File: src/rtl/alu_seq_pkg.sv
// Shared definitions for the ALU op sequencer.
//   ST_IDLE / ST_WAIT / ST_EMIT : sequencer state encodings
//   state_t                     : state register type
//   SEL_FIRST                   : first op code issued for each command
package alu_seq_pkg;

  typedef logic [1:0] state_t;

  localparam state_t ST_IDLE = 2'd0;
  localparam state_t ST_WAIT = 2'd1;
  localparam state_t ST_EMIT = 2'd2;

  localparam int SEL_FIRST = 0;

endpackage

File: src/rtl/alu_op_sequencer_if.sv
// Bus bundle between the command source, the sequencer, the ALU and the
// result consumer.
//   cmd_* : operand command stream (valid/ready) into the sequencer
//   alu_* : registered operands and op select out, combinational result back
//   res_* : captured result stream (valid/ready) out of the sequencer
// Modports:
//   master : sequencer side
//   slave  : environment side (command source, ALU, result consumer)
interface alu_op_sequencer_if #(
  parameter int WIDTH = 4,
  parameter int SEL_W = 3
);

  logic             cmd_valid;
  logic             cmd_ready;
  logic [WIDTH-1:0] cmd_a;
  logic [WIDTH-1:0] cmd_b;
  logic             cmd_cin;

  logic [WIDTH-1:0] alu_a;
  logic [WIDTH-1:0] alu_b;
  logic             alu_cin;
  logic [SEL_W-1:0] alu_sel;
  logic [WIDTH:0]   alu_out;
  logic             alu_cout;

  logic             res_valid;
  logic             res_ready;
  logic [SEL_W-1:0] res_sel;
  logic [WIDTH:0]   res_out;
  logic             res_cout;

  modport master (
    input  cmd_valid, cmd_a, cmd_b, cmd_cin,
    output cmd_ready,
    output alu_a, alu_b, alu_cin, alu_sel,
    input  alu_out, alu_cout,
    output res_valid, res_sel, res_out, res_cout,
    input  res_ready
  );

  modport slave (
    output cmd_valid, cmd_a, cmd_b, cmd_cin,
    input  cmd_ready,
    input  alu_a, alu_b, alu_cin, alu_sel,
    output alu_out, alu_cout,
    input  res_valid, res_sel, res_out, res_cout,
    output res_ready
  );

endinterface

File: src/rtl/alu_lat_counter.sv
// Loadable down-counter used to time how long alu_sel is held before the
// ALU result is sampled.
//   clk      : clock
//   reset    : synchronous, active-high; clears the count
//   load     : load load_val (has priority over dec)
//   load_val : value to load
//   dec      : decrement by one, saturating at zero
//   zero     : count is zero
module alu_lat_counter #(
  parameter int W = 1
) (
  input  logic         clk,
  input  logic         reset,
  input  logic         load,
  input  logic [W-1:0] load_val,
  input  logic         dec,
  output logic         zero
);

  logic [W-1:0] cnt_q;
  logic [W-1:0] cnt_d;

  always_comb begin
    cnt_d = cnt_q;
    if (load) begin
      cnt_d = load_val;
    end else if (dec && (cnt_q != '0)) begin
      cnt_d = cnt_q - W'(1);
    end
  end

  always_ff @(posedge clk) begin
    if (reset) begin
      cnt_q <= '0;
    end else begin
      cnt_q <= cnt_d;
    end
  end

  assign zero = (cnt_q == '0);

endmodule

File: src/rtl/alu_op_sequencer.sv
// Initiator for the ALU operand/select interface. Takes one (a, b, cin)
// command, drives it to the ALU, steps alu_sel through 0..NUM_OPS-1 and
// returns each captured out/cout pair on the result stream.
//   clk   : clock, all state on the rising edge
//   reset : synchronous, active-high
//   bus   : cmd_*, alu_*, res_* signals (sequencer side)
//   busy  : a command is in progress
//   done  : one-cycle pulse after the last result handshake
//
// state   | meaning
// --------+--------------------------------------------------------------
// ST_IDLE | ready for a command; alu_* hold the last command
// ST_WAIT | alu_* stable, counting ALU_LAT cycles before sampling result
// ST_EMIT | res_valid high, holding result until res_ready
module alu_op_sequencer
  import alu_seq_pkg::*;
#(
  parameter int WIDTH   = 4,
  parameter int SEL_W   = 3,
  parameter int NUM_OPS = 4,
  parameter int ALU_LAT = 1
) (
  input  logic                clk,
  input  logic                reset,
  alu_op_sequencer_if.master  bus,
  output logic                busy,
  output logic                done
);

  localparam int CNT_W = (ALU_LAT < 1) ? 1 : $clog2(ALU_LAT + 1);
  localparam logic [CNT_W-1:0] LAT_LOAD = CNT_W'(ALU_LAT - 1);
  localparam logic [SEL_W-1:0] SEL_LAST = SEL_W'(NUM_OPS - 1);

  generate
    if (ALU_LAT < 1 || NUM_OPS < 1 || NUM_OPS > 2**SEL_W) begin : g_bad_cfg
      $error("alu_op_sequencer: need ALU_LAT >= 1 and 1 <= NUM_OPS <= 2**SEL_W");
    end
  endgenerate

  state_t           state_q,    state_d;
  logic [WIDTH-1:0] a_q,        a_d;
  logic [WIDTH-1:0] b_q,        b_d;
  logic             cin_q,      cin_d;
  logic [SEL_W-1:0] sel_q,      sel_d;
  logic [WIDTH:0]   res_out_q,  res_out_d;
  logic             res_cout_q, res_cout_d;
  logic [SEL_W-1:0] res_sel_q,  res_sel_d;
  logic             done_q,     done_d;

  logic cnt_load;
  logic cnt_dec;
  logic cnt_zero;

  alu_lat_counter #(
    .W (CNT_W)
  ) u_lat_cnt (
    .clk      (clk),
    .reset    (reset),
    .load     (cnt_load),
    .load_val (LAT_LOAD),
    .dec      (cnt_dec),
    .zero     (cnt_zero)
  );

  always_comb begin
    state_d    = state_q;
    a_d        = a_q;
    b_d        = b_q;
    cin_d      = cin_q;
    sel_d      = sel_q;
    res_out_d  = res_out_q;
    res_cout_d = res_cout_q;
    res_sel_d  = res_sel_q;
    done_d     = 1'b0;
    cnt_load   = 1'b0;
    cnt_dec    = 1'b0;

    case (state_q)
      ST_IDLE: begin
        if (bus.cmd_valid) begin
          a_d      = bus.cmd_a;
          b_d      = bus.cmd_b;
          cin_d    = bus.cmd_cin;
          sel_d    = SEL_W'(SEL_FIRST);
          cnt_load = 1'b1;
          state_d  = ST_WAIT;
        end
      end
      ST_WAIT: begin
        if (cnt_zero) begin
          res_out_d  = bus.alu_out;
          res_cout_d = bus.alu_cout;
          res_sel_d  = sel_q;
          state_d    = ST_EMIT;
        end else begin
          cnt_dec = 1'b1;
        end
      end
      ST_EMIT: begin
        if (bus.res_ready) begin
          if (sel_q == SEL_LAST) begin
            done_d  = 1'b1;
            state_d = ST_IDLE;
          end else begin
            // Next op reuses the latched operands; only the select moves.
            sel_d    = sel_q + SEL_W'(1);
            cnt_load = 1'b1;
            state_d  = ST_WAIT;
          end
        end
      end
      default: begin
        state_d = ST_IDLE;
      end
    endcase
  end

  always_ff @(posedge clk) begin
    if (reset) begin
      state_q    <= ST_IDLE;
      a_q        <= '0;
      b_q        <= '0;
      cin_q      <= 1'b0;
      sel_q      <= '0;
      res_out_q  <= '0;
      res_cout_q <= 1'b0;
      res_sel_q  <= '0;
      done_q     <= 1'b0;
    end else begin
      state_q    <= state_d;
      a_q        <= a_d;
      b_q        <= b_d;
      cin_q      <= cin_d;
      sel_q      <= sel_d;
      res_out_q  <= res_out_d;
      res_cout_q <= res_cout_d;
      res_sel_q  <= res_sel_d;
      done_q     <= done_d;
    end
  end

  assign bus.cmd_ready = (state_q == ST_IDLE);
  assign bus.alu_a     = a_q;
  assign bus.alu_b     = b_q;
  assign bus.alu_cin   = cin_q;
  assign bus.alu_sel   = sel_q;
  assign bus.res_valid = (state_q == ST_EMIT);
  assign bus.res_sel   = res_sel_q;
  assign bus.res_out   = res_out_q;
  assign bus.res_cout  = res_cout_q;
  assign busy          = (state_q != ST_IDLE);
  assign done          = done_q;

endmodule
File: src/flat_wrapper.sv
// flat-port wrapper written by rule: the top's interface ports become plain ports
module alu_op_sequencer_flat import alu_seq_pkg::*;
#(
  parameter int WIDTH   = 4,
  parameter int SEL_W   = 3,
  parameter int NUM_OPS = 4,
  parameter int ALU_LAT = 1
)
  (clk, reset, busy, done, bus_cmd_valid, bus_cmd_a, bus_cmd_b, bus_cmd_cin, bus_cmd_ready, bus_alu_a, bus_alu_b, bus_alu_cin, bus_alu_sel, bus_alu_out, bus_alu_cout, bus_res_valid, bus_res_sel, bus_res_out, bus_res_cout, bus_res_ready);
  alu_op_sequencer_if #(.WIDTH(WIDTH), .SEL_W(SEL_W)) bus_i ();
  input  logic clk;
  input  logic reset;
  output logic busy;
  output logic done;
  input wire logic [$bits(bus_i.cmd_valid)-1:0] bus_cmd_valid;
  input wire logic [$bits(bus_i.cmd_a)-1:0] bus_cmd_a;
  input wire logic [$bits(bus_i.cmd_b)-1:0] bus_cmd_b;
  input wire logic [$bits(bus_i.cmd_cin)-1:0] bus_cmd_cin;
  output wire logic [$bits(bus_i.cmd_ready)-1:0] bus_cmd_ready;
  output wire logic [$bits(bus_i.alu_a)-1:0] bus_alu_a;
  output wire logic [$bits(bus_i.alu_b)-1:0] bus_alu_b;
  output wire logic [$bits(bus_i.alu_cin)-1:0] bus_alu_cin;
  output wire logic [$bits(bus_i.alu_sel)-1:0] bus_alu_sel;
  input wire logic [$bits(bus_i.alu_out)-1:0] bus_alu_out;
  input wire logic [$bits(bus_i.alu_cout)-1:0] bus_alu_cout;
  output wire logic [$bits(bus_i.res_valid)-1:0] bus_res_valid;
  output wire logic [$bits(bus_i.res_sel)-1:0] bus_res_sel;
  output wire logic [$bits(bus_i.res_out)-1:0] bus_res_out;
  output wire logic [$bits(bus_i.res_cout)-1:0] bus_res_cout;
  input wire logic [$bits(bus_i.res_ready)-1:0] bus_res_ready;
  assign bus_i.cmd_valid = bus_cmd_valid;
  assign bus_i.cmd_a = bus_cmd_a;
  assign bus_i.cmd_b = bus_cmd_b;
  assign bus_i.cmd_cin = bus_cmd_cin;
  assign bus_cmd_ready = bus_i.cmd_ready;
  assign bus_alu_a = bus_i.alu_a;
  assign bus_alu_b = bus_i.alu_b;
  assign bus_alu_cin = bus_i.alu_cin;
  assign bus_alu_sel = bus_i.alu_sel;
  assign bus_i.alu_out = bus_alu_out;
  assign bus_i.alu_cout = bus_alu_cout;
  assign bus_res_valid = bus_i.res_valid;
  assign bus_res_sel = bus_i.res_sel;
  assign bus_res_out = bus_i.res_out;
  assign bus_res_cout = bus_i.res_cout;
  assign bus_i.res_ready = bus_res_ready;
  alu_op_sequencer #(.WIDTH(WIDTH), .SEL_W(SEL_W), .NUM_OPS(NUM_OPS), .ALU_LAT(ALU_LAT)) u_core (.clk(clk), .reset(reset), .bus(bus_i), .busy(busy), .done(done));
endmodule
File: config.mk
export PLATFORM = sky130hd
export DESIGN_NAME = alu_op_sequencer_flat
export DESIGN_NICKNAME = d
export VERILOG_FILES = /design/src/rtl/alu_seq_pkg.sv /design/src/rtl/alu_op_sequencer_if.sv /design/src/rtl/alu_lat_counter.sv /design/src/rtl/alu_op_sequencer.sv /design/src/flat_wrapper.sv
export SDC_FILE = /design/constraint.sdc
export NUM_CORES = 1
export LEC_CHECK = 0
export BUFFER_PORTS_ARGS = -buffer_cell sky130_fd_sc_hd__buf_2
export CAP_MARGIN = 20
export CORE_MARGIN = 2
export CORE_UTILIZATION = 40
export DETAILED_ROUTE_END_ITERATION = 8
export GPL_TIMING_DRIVEN = 0
export PLACE_DENSITY = 0.72
export SLEW_MARGIN = 10
export SYNTH_ARGS = -nofsm -noshare
export SYNTH_HDL_FRONTEND = slang
export SYNTH_SLANG_ARGS = --single-unit
File: constraint.sdc
create_clock -name clk -period 1.4 [get_ports clk]
set_input_delay 0.07 -clock clk [delete_from_list [all_inputs] [get_ports clk]]
set_output_delay 0.07 -clock clk [all_outputs]
set_load 0.01 [all_outputs]
==> flow_results.xml <==
<?xml version="1.0" encoding="UTF-8"?>
<metrics>
  <group name="worst_setup_path">
    <metric name="critical-path-slowest-cell" unit="">dfxtp_4</metric>
    <metric name="r2r_end" unit="">u_core.bus.alu_sel[2]$_SDFFE_PP0P_</metric>
    <metric name="rr_worst_depth" unit="">5</metric>
    <metric name="crit_top_cell" unit="">ha_4</metric>
    <metric name="critical_path_cell_count" unit="">5</metric>
    <metric name="critical_path.max_stage_delay" unit="ps">380</metric>
    <metric name="end_kind" unit="">flip-flop</metric>
    <metric name="r2r_start" unit="">u_core.bus.alu_sel[0]$_SDFFE_PP0P_</metric>
    <metric name="worst-path-buf-inv" unit="">0</metric>
    <metric name="worst_path_cell_trace" unit="">ha_4 &gt; ha_4 &gt; nand4bb_4 &gt; or3_4 &gt; o31ai_2</metric>
    <metric name="worst_ep_arrival_time" unit="ps">1640</metric>
    <metric name="cp.required" unit="ps">1630</metric>
    <metric name="crit_family" unit="">simple AND/OR/NAND/NOR gates</metric>
    <metric name="worstPathMaxFanout" unit="">5</metric>
    <metric name="kind_of_start_point_of_the_critical_path" unit="">flip-flop</metric>
    <metric name="timing.reg2reg.setup_slack" unit="ps">-6</metric>
    <metric name="critPathKind" unit="">reg2reg</metric>
  </group>
  <group name="final_layout">
    <metric name="finish.net_count" unit="">190</metric>
    <metric name="diodes" unit="">0</metric>
    <metric name="final.fill_count" unit="">195</metric>
    <metric name="multi_input_area" unit="um2">510.5</metric>
    <metric name="mostFrequentLayoutCell" unit="">buf_2</metric>
    <metric name="drive_above_1_share" unit="%">39.88</metric>
    <metric name="syn_to_final_growth" unit="%">46.31</metric>
    <metric name="most_frequent_cells_in_the_layout" unit="">buf_2 (42), dfxtp_1 (22), nand2_1 (18), dlygate4sd3_1 (13), nor2_1 (11)</metric>
    <metric name="register_area" unit="um2">509.2</metric>
  </group>
  <group name="clock_tree">
    <metric name="cts_inserted_buffers" unit="">3</metric>
    <metric name="cts_num_sinks" unit="">25</metric>
    <metric name="clk-insertion-delay-late" unit="ps">310</metric>
    <metric name="clock_tree.buffer_depth" unit="">2</metric>
    <metric name="number_of_h_tree_levels" unit="">1</metric>
    <metric name="clk_pin_slew" unit="ps">130</metric>
    <metric name="tritoncts" unit="">yes</metric>
    <metric name="clk_root_buffer_cell" unit="">clkbuf_4</metric>
  </group>
  <group name="logic_synthesis">
    <metric name="yosysTopAreaCellShare" unit="%">48.37</metric>
    <metric name="synth.largest_area_cell" unit="">dfxtp_1</metric>
    <metric name="synth-async-reset-ratio" unit="%">0</metric>
    <metric name="syn_inst" unit="">106</metric>
    <metric name="mapped_area" unit="um2">1035</metric>
    <metric name="synth_fp_nets" unit="">127</metric>
    <metric name="post_synth_main_area_contributors" unit="">dfxtp_1 (48%), mux2i_1 (9.7%), nand2_1 (6.9%), a21oi_1 (4.8%), nor2_1 (4.0%)</metric>
    <metric name="synth_sequential_area_ratio" unit="%">48.37</metric>
    <metric name="synth.avg_cell_area" unit="um2">9.762</metric>
    <metric name="synth-edff-count" unit="">0</metric>
    <metric name="yosysUniqueCellTypes" unit="">27</metric>
    <metric name="yosys_register_bits" unit="">25</metric>
    <metric name="ys.flop_type" unit="">dfxtp_1</metric>
    <metric name="yosys_warnings" unit="">0</metric>
  </group>
  <group name="sta">
    <metric name="finalCritPeriodShare" unit="%">100.5</metric>
    <metric name="worst_slack" unit="ps">-6.349</metric>
    <metric name="setup_violations" unit="">1</metric>
    <metric name="clock_skew" unit="ps">1.969</metric>
    <metric name="worst-slew-pin-transition" unit="ps">457.7</metric>
    <metric name="finalCriticalPeriod" unit="ps">1406</metric>
    <metric name="setup-tns-final" unit="ps">-6.349</metric>
    <metric name="hold_ws" unit="ps">-4.636</metric>
    <metric name="number_of_hold_violations_in_the_final_report" unit="">1</metric>
    <metric name="max_freq" unit="MHz">711.1</metric>
    <metric name="final-max-slew-violation-count" unit="">0</metric>
    <metric name="grt_setup_unrepaired" unit="">true</metric>
    <metric name="slew_headroom" unit="%">69.49</metric>
  </group>
  <group name="placed_design">
    <metric name="portBuffers" unit="">42</metric>
    <metric name="globalplace.congestion" unit="">0.7022</metric>
    <metric name="dp_hpwl" unit="um">1668</metric>
  </group>
  <group name="floorplan">
    <metric name="area_of_the_placeable_core" unit="um2">2455</metric>
    <metric name="floorplan.die_area" unit="um2">3010</metric>
    <metric name="design.portCount" unit="">44</metric>
    <metric name="cell_rows" unit="">18</metric>
    <metric name="horiz_die_dim" unit="um">54.86</metric>
    <metric name="die_y" unit="um">54.86</metric>
    <metric name="floorplan.initialDensity" unit="%">42.15</metric>
  </group>
  <group name="detailed_routing">
    <metric name="routed_wl" unit="um">2437</metric>
    <metric name="drtPass1Iterations" unit="">4</metric>
    <metric name="avgViaCountPerCell" unit="">4.768</metric>
    <metric name="drtAntennaViolNets" unit="">0</metric>
    <metric name="detail_route.drc_violations" unit="">0</metric>
    <metric name="vias" unit="">944</metric>
    <metric name="wl_per_cell" unit="um">12.31</metric>
    <metric name="dr.first_iter.drc_count" unit="">8</metric>
  </group>
  <group name="global_route">
    <metric name="grt_first_pass_wirelength" unit="um">3870</metric>
    <metric name="initial_antenna_violation_count" unit="">0</metric>
    <metric name="vias_in_the_first_global_route" unit="">864</metric>
    <metric name="grt.total_usage" unit="%">17.81</metric>
    <metric name="grt-ovfl-total" unit="">0</metric>
    <metric name="grt_start_max_net_pins" unit="">14</metric>
  </group>
  <group name="power_and_ir_drop">
    <metric name="max-vdd-ir-drop" unit="V">0.0007696</metric>
    <metric name="netSwitchingPower" unit="uW">357.4</metric>
    <metric name="seqPwrFrac" unit="%">55.9</metric>
    <metric name="p_comb_share" unit="%">20.5</metric>
    <metric name="switching_share" unit="%">26.47</metric>
    <metric name="power_frac_clock" unit="%">23.6</metric>
    <metric name="report.power.total" unit="mW">1.350</metric>
    <metric name="power_per_cell_area" unit="nW/um2">891.9</metric>
    <metric name="internal_power" unit="uW">992.8</metric>
    <metric name="static-leakage-power" unit="nW">0.6846</metric>
  </group>
  <group name="run">
    <metric name="maxCapViolations" unit="">0</metric>
  </group>
  <group name="hold_path">
    <metric name="whs_endpoint" unit="">u_core.bus.res_out[4]$_SDFFE_PP0P_</metric>
    <metric name="cells_on_worst_hold_path" unit="">3</metric>
    <metric name="hold_path.startpoint" unit="">bus_alu_out[4]</metric>
    <metric name="min-delay-path-class" unit="">in2reg</metric>
  </group>
  <group name="outcome">
    <metric name="result_of_the_run" unit="">finished, violations left</metric>
    <metric name="violations_in_the_final_reports" unit="">negative hold slack, negative setup slack</metric>
  </group>
</metrics>
cells in the mapped netlist, types with 2 or more instances:
cell type,n
buf_6,3
or2_1,2
clkbuf_1,3
nand2_1,19
mux2i_1,10
inv_1,4
a21oi_1,10
dfxtp_1,25
ha_1,2
nor2_1,11
flip-flops by register name, indices dropped and copies added (netlist names):
name,flops
u_core.bus.res_out,5
u_core.bus.alu_a,4
u_core.bus.alu_b,4
u_core.bus.alu_sel,3
u_core.bus.res_sel,3
u_core.state_q,2
u_core.bus.alu_cin,1
u_core.bus.res_cout,1
u_core.done,1
u_core.u_lat_cnt.cnt_q,1
cell families (layout without fill, tap and decap cells):
| group | count (synthesis) | count (layout) | synth area share [%] |
|---|---|---|---|
| AND/OR/NAND/NOR | 43 | 43 | 24.19 |
| flip-flops | 25 | 25 | 48.37 |
| AO/OA/AOI/OAI | 15 | 15 | 8.828 |
| buffers and inverters | 11 | 73 | 6.529 |
| multiplexers | 10 | 10 | 9.674 |
| adder cells (fa/ha/maj) | 2 | 2 | 2.418 |
metrics by stage:
step	setup slack [ps]	cell area [um2]	hold slack [ps]	utilization, %	cells
after CTS	-80.83	1496	0.6078	60.96	198
after global placement	-31.95	1284	304.6	52.29	178
final	-6.349	1514	-4.636	61.67	198
after detailed placement	-94.49	1284	313.6	52.29	178
after global routing	-28.21	1514	10.40	61.67	198
after floorplan	9.513	1036	206.0	-	106
cell type report:
cell class	count	share of cell area [%]
buffer	7	3.471
clock buffer	4	1.736
inverter	4	0.9917
multi-input combinational	70	33.72
sequential	25	33.64
tap	30	2.479
timing repair buffer	58	23.97
power by group through the flow:
stage	Clock, mW	Combinational, mW	Sequential (mW)
CTS	0.317	0.272	0.755
global placement	0	0.230	0.773
floorplan	0	0.138	0.789
detailed placement	0	0.239	0.775
global route	0.346	0.305	0.760
finish	0.319	0.276	0.755
worst max-delay path by stage:
stage,slack (ps),to,startpoint
6_report,-6,u_core.bus.alu_sel[2]$_SDFFE_PP0P_,u_core.bus.alu_sel[0]$_SDFFE_PP0P_
5_1_grt,-30,u_core.bus.alu_sel[2]$_SDFFE_PP0P_,u_core.bus.alu_sel[0]$_SDFFE_PP0P_
4_1_cts,-80,u_core.bus.alu_sel[2]$_SDFFE_PP0P_,u_core.bus.alu_sel[1]$_SDFFE_PP0P_
3_5_place_dp,-90,u_core.bus.alu_sel[2]$_SDFFE_PP0P_,u_core.bus.alu_sel[0]$_SDFFE_PP0P_
3_3_place_gp,-30,u_core.bus.alu_sel[2]$_SDFFE_PP0P_,u_core.bus.alu_sel[0]$_SDFFE_PP0P_
2_1_floorplan,10,u_core.bus.alu_sel[2]$_SDFFE_PP0P_,u_core.bus.alu_sel[0]$_SDFFE_PP0P_
worst min-delay path, cell delays in order:
cell and delay (ps):
buf_2 80, mux2i_1 60, nor2_1 80
per-layer routing:
metal  up-vias  global-route usage (%)  share of wire, %
li1        478                       -                 -
met1       443                   23.21                42
met2        17                   28.97                53
met3         6                   2.732               2.9
met4         0                   7.500               2.1
met5         -                       0                 0
what timing repair did:
action,4_1_cts,5_1_grt
gates resized for setup,8,4
pin swaps,3,3
hold endpoints to repair,13,0
setup buffers,3,0
hold buffers,13,0
endpoints found under the setup margin,4,4
No activity file was read; power rests on OpenSTA's default activity.
